### config.mk
export PLATFORM = sky130hd
export DESIGN_NAME = seq_comparator
export DESIGN_NICKNAME = d
export VERILOG_FILES = /design/src/rtl/seq_comparator.sv
export SDC_FILE = /design/constraint.sdc
export NUM_CORES = 1
export LEC_CHECK = 0
export ABC_AREA = 1
export CORE_ASPECT_RATIO = 1.4
export CORE_UTILIZATION = 55
export CTS_BUF_LIST = sky130_fd_sc_hd__clkbuf_8
export CTS_CLUSTER_SIZE = 25
export DETAILED_ROUTE_END_ITERATION = 7
export HOLD_SLACK_MARGIN = 0.12
export PLACE_DENSITY = 0.84
export SLEW_MARGIN = 10
export SYNTH_ARGS = -nofsm -noshare
export SYNTH_HDL_FRONTEND = slang
export SYNTH_SLANG_ARGS = --single-unit
### constraint.sdc
create_clock -name clk -period 2.95 [get_ports clk]
set_input_delay 0.59 -clock clk [delete_from_list [all_inputs] [get_ports clk]]
set_output_delay 0.59 -clock clk [all_outputs]
set_load 0.005 [all_outputs]
### src/rtl/seq_comparator.sv
// Bit-serial magnitude comparator: scans the captured operands from MSB to
// LSB, one bit pair per clock, and stops at the first differing bit.
module seq_comparator #(
   parameter int unsigned WIDTH = 8
) (
   input  logic             clk,
   input  logic             reset,
   input  logic             start,
   input  logic [WIDTH-1:0] a,
   input  logic [WIDTH-1:0] b,
   input  logic             is_signed,
   output logic             busy,
   output logic             valid,
   output logic             lt,
   output logic             eq,
   output logic             gt
);

   localparam int unsigned IDX_W = (WIDTH > 1) ? $clog2(WIDTH) : 1;

   localparam logic [0:0] IDLE = 1'b0;
   localparam logic [0:0] RUN  = 1'b1;

   logic [0:0]       state_q, state_d;
   logic [IDX_W-1:0] idx_q,   idx_d;
   logic [WIDTH-1:0] a_q,     a_d;
   logic [WIDTH-1:0] b_q,     b_d;
   logic             sgn_q,   sgn_d;
   logic             valid_q, valid_d;
   logic             lt_q,    lt_d;
   logic             eq_q,    eq_d;
   logic             gt_q,    gt_d;

   logic             bit_diff;
   logic             at_msb;
   logic             a_greater;

   // Next-state and result computation for the current bit pair
   always_comb begin
      state_d = state_q;
      idx_d   = idx_q;
      a_d     = a_q;
      b_d     = b_q;
      sgn_d   = sgn_q;
      valid_d = 1'b0;
      lt_d    = lt_q;
      eq_d    = eq_q;
      gt_d    = gt_q;

      bit_diff  = a_q[idx_q] ^ b_q[idx_q];
      at_msb    = (idx_q == IDX_W'(WIDTH - 1));
      // The sign bit inverts the sense of the comparison in signed mode
      a_greater = a_q[idx_q] ^ (at_msb & sgn_q);

      case (state_q)
         IDLE: begin
            if (start) begin
               a_d     = a;
               b_d     = b;
               sgn_d   = is_signed;
               idx_d   = IDX_W'(WIDTH - 1);
               state_d = RUN;
            end
         end
         RUN: begin
            if (bit_diff) begin
               lt_d    = ~a_greater;
               gt_d    = a_greater;
               eq_d    = 1'b0;
               valid_d = 1'b1;
               state_d = IDLE;
            end else if (idx_q == '0) begin
               lt_d    = 1'b0;
               gt_d    = 1'b0;
               eq_d    = 1'b1;
               valid_d = 1'b1;
               state_d = IDLE;
            end else begin
               idx_d = idx_q - IDX_W'(1);
            end
         end
         default: begin
            state_d = IDLE;
         end
      endcase
   end

   // State and output registers
   always_ff @(posedge clk or negedge reset) begin
      if (!reset) begin
         state_q <= IDLE;
         idx_q   <= IDX_W'(WIDTH - 1);
         a_q     <= '0;
         b_q     <= '0;
         sgn_q   <= 1'b0;
         valid_q <= 1'b0;
         lt_q    <= 1'b0;
         eq_q    <= 1'b0;
         gt_q    <= 1'b0;
      end else begin
         state_q <= state_d;
         idx_q   <= idx_d;
         a_q     <= a_d;
         b_q     <= b_d;
         sgn_q   <= sgn_d;
         valid_q <= valid_d;
         lt_q    <= lt_d;
         eq_q    <= eq_d;
         gt_q    <= gt_d;
      end
   end

   assign busy  = (state_q == RUN);
   assign valid = valid_q;
   assign lt    = lt_q;
   assign eq    = eq_q;
   assign gt    = gt_q;

endmodule

-- Yosys cells after proc, flatten, opt, wreduce, memory -nomap -nowiden
Index checks and enable logic that the tools add are counted.
- add/subtract/negate cells: 1
- magnitude comparators: 1
- equal/unequal tests: 4
- muxes and demuxes: 20
- bitwise operators: 5
- reductions and logical operators: 5
- operators with widths (cell ; count):
    $mux 1 ; 13
    $mux 3 ; 3
    $bmux 1 s3 ; 2
    $ne 2x2->1 const B ; 3
    $pmux 3 s2 ; 1
    $lt 3x4->1 const B ; 1
    $reduce_and 2->1 ; 2
    $eq 3x3->1 const B ; 1
    $logic_not 3->1 ; 1
    $reduce_and 3->1 ; 1
    $sub 3x1->3 const B ; 1
    $not 1->1 ; 2
    $pmux 1 s2 ; 1
    $reduce_bool 2->1 ; 1
    $xor 1x1->1 ; 2
    $and 1x1->1 ; 1
- flip-flop bits (word level): 25
- input bits: 20
- output and inout bits: 5

-- Depth between registers and ports, before layout
Gate-level depths: netlist of the first run.
- depth after elaboration: 5
- depth in mapped cells: 13
- mapped depth without buffers: 12

-- Worst setup path before layout of the first run
OpenSTA, ideal clock, no wires.
- path type: reg2reg
- start: register idx_q[0]
- end: register gt_q (netlist: gt)
- data arrival time: 1.356 ns
- required time: 2.837 ns
- path slack: 1.482 ns
- stages on the path, launching flop included: 13
- path buffers: 1
- clock period less this slack: 1.468 ns
- path through: dfstp_2 -> buf_6 -> inv_8 -> nand2_2 -> nand3_1 -> nand3_1 -> nand2_2 -> nand2_4 -> nand3_4 -> inv_2 -> nand2_2 -> nand2_1 -> inv_1
- word-level cells in the longest chain between the ends: 5
- elaborated cells on any way between the ends: 12
- ends and longest elaborated chain (element ; RTL line ; text):
    start, declared ; 25 ; logic [IDX_W-1:0] idx_q, idx_d;
    start signal, assigned ; 92 ; idx_q <= IDX_W'(WIDTH - 1);
    start signal, assigned ; 102 ; idx_q <= idx_d;
    $bmux 1 s3, on equally long branches ; 50, 53 ;
    $mux 1, on equally long branches ; 50, 53 ;
    $xor 1x1->1 ; 50 ; bit_diff = a_q[idx_q] ^ b_q[idx_q];
    $reduce_bool 2->1 (no line) ; - ;
    $reduce_and 2->1 (no line) ; - ;
    end signal, assigned ; 109 ; gt_q <= gt_d;
    end, declared ; 32 ; logic gt_q, gt_d;
Parallel ways exist; a longest one is shown, timed or not. The select of a mux whose other input is x is not followed.
A chain may end at the register's enable or synchronous reset.

-- Worst setup path after layout of the first run
- start: register state_q (netlist: busy)
- end: output port busy
- RTL lines (element ; RTL line ; text):
    start, declared ; 24 ; logic [0:0] state_q, state_d;
    start signal, assigned ; 101 ; state_q <= state_d;
    end, declared ; 12 ; output logic busy,
No word-level cell between the ends.

==> impl_metrics.yaml, run 1 <==
status:
  outcome: "complete, no violations"
global_route:
  grt_max_degree: 26
  grt_pass1_vias: 1087
  grt.overflow.total: 0
  antenna_found_initial: 0
  grt_pass1_wl_um: 4470
  track_usage_pct: 23.0
pwr:
  seqPwrFrac_pct: 37.9
  p_int_w: 0.000994
  peakVddDrop_mv: 0.571
  pwr-share-comb_pct: 50.4
  cellPowerDensity_nw_per_um2: 1090
  leakage_nw: 0.831
  switchingPower_w: 0.000754
  p_clk_share_pct: 11.7
  power.share.switching_pct: 43.1
routing:
  top_layer_used: "met4"
  wirelength_um: 2580
  drtPass1Iterations: 4
  first_iter_violations: 22
  vias: 1071
  wl_met1_um: 1100
  route.met3.wl_um: 72
  wl_per_cell_um: 12.8
  vias_per_cell: 5.33
  drc: 0
  detail-route-antenna-nets: 0
  dr_wl_met2_um: 1360
place:
  io_buffers: 24
  pre_cts_ws_ps: 1020
  dp_hpwl_um: 1930
  gp_congestion: 0.773
timing:
  worst_slack_ps: 972
  fin_setup_tns_ps: 0
  fmax_ghz: 0.506
  min_period_over_period_pct: 67.1
  worst_pin_slew_ps: 383
  setup_viol: 0
  min_period_ps: 1980
  rsz0062_at_grt: "no"
  hold_viol: 0
  clock_skew_ps: 3.56
  max_slew_margin_pct: 74.4
  slew_violations: 0
final_layout:
  register_area_um2: 629
  nNetsFinal: 203
  antenna_cells: 0
  layout-drive-gt1-share_pct: 16.8
  syn_to_final_growth_pct: 22.4
  multi_input_area_um2: 566
  fillCellCount: 181
floorplanning:
  die_w_um: 43.3
  io_pins: 25
  dieArea_um2: 2590
  coreArea_um2: 2200
  start_util_pct: 59.5
  row_count: 20
  fp.dieH_um: 59.8
critical_path:
  critPathTopFamily: "buffers and inverters"
  crit_chain: "clkdlybuf4s50_1"
  required_ps: 2360
  cp-end-kind: "primary output"
  cpPeakStageDelay_ps: 570
  cp.buffers_inverters: 1
  cp.arrival_ps: 1390
  critPathKind: "flop to primary output"
  critPathLaunchType: "flop"
  cp_slowest_cell: "clkdlybuf4s50_1"
  critPathMaxFanout: 8
yosys:
  synth_fp_nets: 177
  seq_area_frac_synth_pct: 48.0
  postSynthCellCount: 154
  avgSynthCellArea_um2: 8.51
  yosysTopAreaCellShare_pct: 42.0
  synthTopCellsByArea: "dfrtp_1 42%, nand2_1 11%, dfstp_2 6.0%, nand3_1 5.7%, inv_1 4.9%"
  yosys.area_share.simple_pct: 30.0
  ys_types: 22
  synthMuxAreaShare_pct: 4.29
  syn_area_um2: 1310
  yosys_warnings: 0
  synth_top_family_by_area: "simple AND/OR/NAND/NOR gates"
  synth-seq-cells: 25
  synth-compound-area-share_pct: 5.34
  yosysTopAreaCell: "dfrtp_1"
  synthAdderAreaFrac_pct: 2.86
  synth-xor-area-share_pct: 0.668
clock_network:
  cts-root-buf: "clkbuf_8"
  path_clk_slew_ps: 90
  clock_latency_ps: 270
  clock_sinks: 25
  ctsResizeCount: 0
  postCtsHoldBufs: 0
  htreeDepth: 1
  cts.path.max_buffers: 2
  cts_buffers: 3
  cts_tree: "done"
  postCtsSetupRepairBufs: 0
run:
  max_cap_violations: 0
hold_path:
  hold_class: "flop to flop"
-- power groups by stage --
stage                     clock network (W)  logic, W  registers (W)
after global routing               0.000215   0.00101       0.000681
after global placement                    0  0.000843       0.000658
after CTS                          0.000203  0.000891       0.000664
after floorplan                           0  0.000715       0.000606
after detailed placement                  0  0.000887       0.000671
final                              0.000204  0.000882       0.000663
-- cell usage in the layout, fill, tap and decap left out --
| cell type | synthesis | final |
|---|---|---|
| nand4_1 | 3 | 3 |
| nand2_2 | 8 | 8 |
| nand2_4 | 1 | 1 |
| clkdlybuf4s50_1 | 0 | 24 |
| inv_1 | 17 | 18 |
| a21oi_1 | 12 | 12 |
| inv_8 | 1 | 1 |
| or2_2 | 1 | 1 |
| clkbuf_8 | 0 | 3 |
| nand3_4 | 1 | 1 |
| mux2_2 | 5 | 5 |
| nand2_1 | 37 | 37 |
| inv_2 | 2 | 2 |
| dfstp_2 | 3 | 3 |
| buf_4 | 1 | 2 |
| dfrtp_1 | 22 | 22 |
| o21ai_0 | 2 | 2 |
| xnor2_1 | 1 | 1 |
| nand3_2 | 3 | 3 |
| nor2_1 | 12 | 12 |
| ha_1 | 3 | 3 |
| nand3_1 | 15 | 15 |
-- kinds of logic after synthesis --
kind of cell,count (synthesis)
muxes,5
xor gates and xnor gates,1
DFF,25
and+or+nand+nor,81
AOI/OAI and AO/OA,14
adders and majority gates,3
buffers and inverters,25
-- synth_stat cells, drive strengths merged --
cell   number
o21ai       2
a21oi      12
buf         5
nor2       12
or2         1
ha          3
dfrtp      22
dfstp       3
mux2        5
nand3      19
nand4       3
xnor2       1
nand2      46
inv        20
-- worst paths after layout --
kind,startpoint,end,slack [ps],cells after the start
max in group asynchronous,reset,idx_q[2]$_DFFE_PN1P_,1980,2
min in group asynchronous,reset,valid$_DFF_PN0_,670,2
max,busy$_DFF_PN0_,busy,970,1
min,eq$_DFFE_PN0P_,eq$_DFFE_PN0P_,510,2
min reg2reg,eq$_DFFE_PN0P_,eq$_DFFE_PN0P_,510,2
max reg2reg,idx_q[0]$_DFFE_PN1P_,gt$_DFFE_PN0P_,1250,11
-- per-stage QoR --
step                      power [W]  std cells  hold WS (ps)  instance area, µm²  utilization, %
after global placement      0.00150        197           483                1560            70.9
final                       0.00175        201           507                1610            72.9
after CTS                   0.00176        201           511                1610            72.9
after floorplan             0.00132        154           294                1310               -
after global routing        0.00190        201           537                1610            72.9
after detailed placement    0.00156        197           486                1560            70.9
-- layer usage --
layer | up-vias | global-route usage (%)
li1 | 536 | -
met1 | 505 | 27.9
met2 | 25 | 38.8
met3 | 5 | 3.32
met4 | 0 | 12.6
met5 | - | 0
-- cell type report --
class / count / share of cell area [%]
timing repair buffer: 26 / 15.9
clock inverter: 1 / 0.234
tap: 22 / 1.71
inverter: 20 / 5.14
multi-input combinational: 104 / 35.2
clock buffer: 3 / 2.57
sequential: 25 / 39.2
-- flip-flops by register name, indices dropped and copies added (netlist names) --
signal and flops:
busy 1, a_q 8, idx_q 3, lt 1, gt 1, b_q 8
eq 1, sgn_q 1, valid 1
No activity file was read; power rests on OpenSTA's default activity.
==> run 2, diff against run 1 <==
--- a/config.mk
+++ b/config.mk
@@ -7,12 +7,12 @@
 export LEC_CHECK = 0
 export ABC_AREA = 1
 export CORE_ASPECT_RATIO = 1.4
-export CORE_UTILIZATION = 55
+export CORE_UTILIZATION = 48
 export CTS_BUF_LIST = sky130_fd_sc_hd__clkbuf_8
 export CTS_CLUSTER_SIZE = 25
 export DETAILED_ROUTE_END_ITERATION = 7
 export HOLD_SLACK_MARGIN = 0.12
-export PLACE_DENSITY = 0.84
+export PLACE_DENSITY = 0.78
 export SLEW_MARGIN = 10
 export SYNTH_ARGS = -nofsm -noshare
 export SYNTH_HDL_FRONTEND = slang
==> constraint.sdc (replaced) <==
create_clock -name clk -period 1.6 [get_ports clk]
set_input_delay 0.32 -clock clk [delete_from_list [all_inputs] [get_ports clk]]
set_output_delay 0.32 -clock clk [all_outputs]
set_load 0.005 [all_outputs]
==> run 2 against run 1 <==
  * The flow now finishes with violations (negative setup slack)
  * Clock power is 75% higher
  * Routed wire length grew 11%
  * Non-clock buffer count increased by 9
  * Register-to-register slack got worse by 1400 ps
  * Global-route usage shrank 2.0 points
  * Critical endpoint is now idx_q[0]$_DFFE_PN1P_
==> impl_metrics.yaml, run 2 (same netlist as run 1, synthesis figures left out) <==
status:
  outcome: "finished with violations"
  violations: "negative setup slack"
timing:
  max_slew_margin_pct: 79.7
  clock_skew_ps: 1.13
  setup_viol: 7
  rsz0062_at_grt: "yes"
  worst_slack_ps: -104
  min_period_ps: 1700
  min_period_over_period_pct: 107
  fin_setup_tns_ps: -427
  worst_pin_slew_ps: 304
  fmax_ghz: 0.587
  hold_viol: 0
  slew_violations: 0
clock_network:
  clock_latency_ps: 270
  cts_buffers: 3
  clock_sinks: 25
  cts.path.max_buffers: 2
  cts_tree: "done"
  path_clk_slew_ps: 80
  cts-root-buf: "clkbuf_8"
  htreeDepth: 1
critical_path:
  critPathKind: "flop to flop"
  crit_chain: "buf_12 -> inv_8 -> nand2_2 -> nand3_2 -> nand2_2 -> nand2_1 -> nand2_2 -> nand2_4 -> nand3_4 -> nand4_1 -> nand2_1"
  cpPeakStageDelay_ps: 580
  cp_slowest_cell: "dfstp_2"
  critPathLaunchType: "flop"
  reg2reg_from: "idx_q[0]$_DFFE_PN1P_"
  rr_worst_depth: 11
  critPathMaxFanout: 11
  timing.rr.end: "idx_q[0]$_DFFE_PN1P_"
  critPathTopFamily: "simple AND/OR/NAND/NOR gates"
  cp-end-kind: "flop"
  cp.buffers_inverters: 2
  cp.arrival_ps: 1910
  required_ps: 1810
  reg2reg_slack_ps: -100
  cpMostUsedCell: "nand2_2"
final_layout:
  layout-drive-gt1-share_pct: 28.2
  antenna_cells: 0
  final_cell_mix: "31 x nand2_1, 24 x clkdlybuf4s50_1, 22 x dfrtp_1"
  final_cell_area_um2: 1770
  final_common_cell: "nand2_1"
  reg_top3: "a_q x8, b_q x8, idx_q x3"
  syn_to_final_growth_pct: 35.1
  nNetsFinal: 212
run:
  max_cap_violations: 0
global_route:
  busiest_layer: "met2"
  track_usage_pct: 20.9
  antenna_found_initial: 0
  use_met1_pct: 22.9
  grt_pass1_wl_um: 4440
  grt_pass1_vias: 1097
  grt_util_met3_pct: 3.67
  grt_use_met2_pct: 35.7
  grt.overflow.total: 0
  grt_max_degree: 26
pwr:
  peakVddDrop_mv: 1.17
  leakage_nw: 0.915
  cellPowerDensity_nw_per_um2: 2060
  power_w: 0.00365
floorplanning:
  io_pins: 25
  row_count: 22
  coreArea_um2: 2620
  dieArea_um2: 2950
  fp.dieH_um: 63.8
  die_w_um: 46.2
  start_util_pct: 50.1
place:
  pre_cts_ws_ps: -4.83
  dpl-instance-area_um2: 1590
  dp_hpwl_um: 1890
  io_buffers: 24
  gp_congestion: 0.867
routing:
  drc: 0
  wirelength_um: 2870
  drtPass1Iterations: 4
  vias_per_cell: 5.09
  detail-route-antenna-nets: 0
  vias: 1140
  first_iter_violations: 31
  wl_per_cell_um: 12.8
hold_path:
  hold_class: "primary input to async pin"
-- run 2: metal layers --
metal / up-vias / part of all wire (%)
met1: 542 / 40
met3: 12 / 2.6
met4: 0 / 3.9
met2: 31 / 54
met5: - / 0
li1: 555 / -
-- run 2: cell type report --
type	count	area, µm²
Fill cell	189	843
Clock inverter	1	3.75
Sequential cell	25	629
Clock buffer	3	41.3
Multi-Input combinational cell	104	631
Inverter	20	82.6
Timing Repair Buffer	35	339
Tap cell	36	45.0
-- run 2: worst max path at each step --
stage                      endpoint                  from  depth (start not counted)
2_1_floorplan        gt$_DFFE_PN0P_  idx_q[0]$_DFFE_PN1P_                         12
3_3_place_gp         gt$_DFFE_PN0P_  idx_q[0]$_DFFE_PN1P_                         11
3_5_place_dp         gt$_DFFE_PN0P_  idx_q[0]$_DFFE_PN1P_                         11
4_1_cts              gt$_DFFE_PN0P_  idx_q[0]$_DFFE_PN1P_                         12
5_1_grt              gt$_DFFE_PN0P_  idx_q[0]$_DFFE_PN1P_                         12
6_report       idx_q[0]$_DFFE_PN1P_  idx_q[0]$_DFFE_PN1P_                         11
-- run 2: report_power, final --
part	total, W	internal [W]	switching, W
combinational	0.00214	0.000911	0.00123
clock	0.000358	0.000172	0.000187
sequential	0.00115	0.000973	0.000181
-- run 2: repair_timing --
| item | CTS | global route |
|---|---|---|
| resized for setup | 1 | 18 |
| endpoints found under the setup margin | 1 | 8 |
| setup buffers | 3 | 4 |
| hold buffers | 0 | 0 |
| pin swaps | 0 | 5 |
-- run 2: stage by stage --
| stage | hold slack, ps | std cells | util [%] |
|---|---|---|---|
| CTS | 414 | 220 | 63.9 |
| floorplan | 24.4 | 154 | - |
| global placement | 490 | 213 | 60.9 |
| detailed placement | 496 | 213 | 60.9 |
| global route | 435 | 224 | 67.8 |
| finish | 402 | 224 | 67.8 |
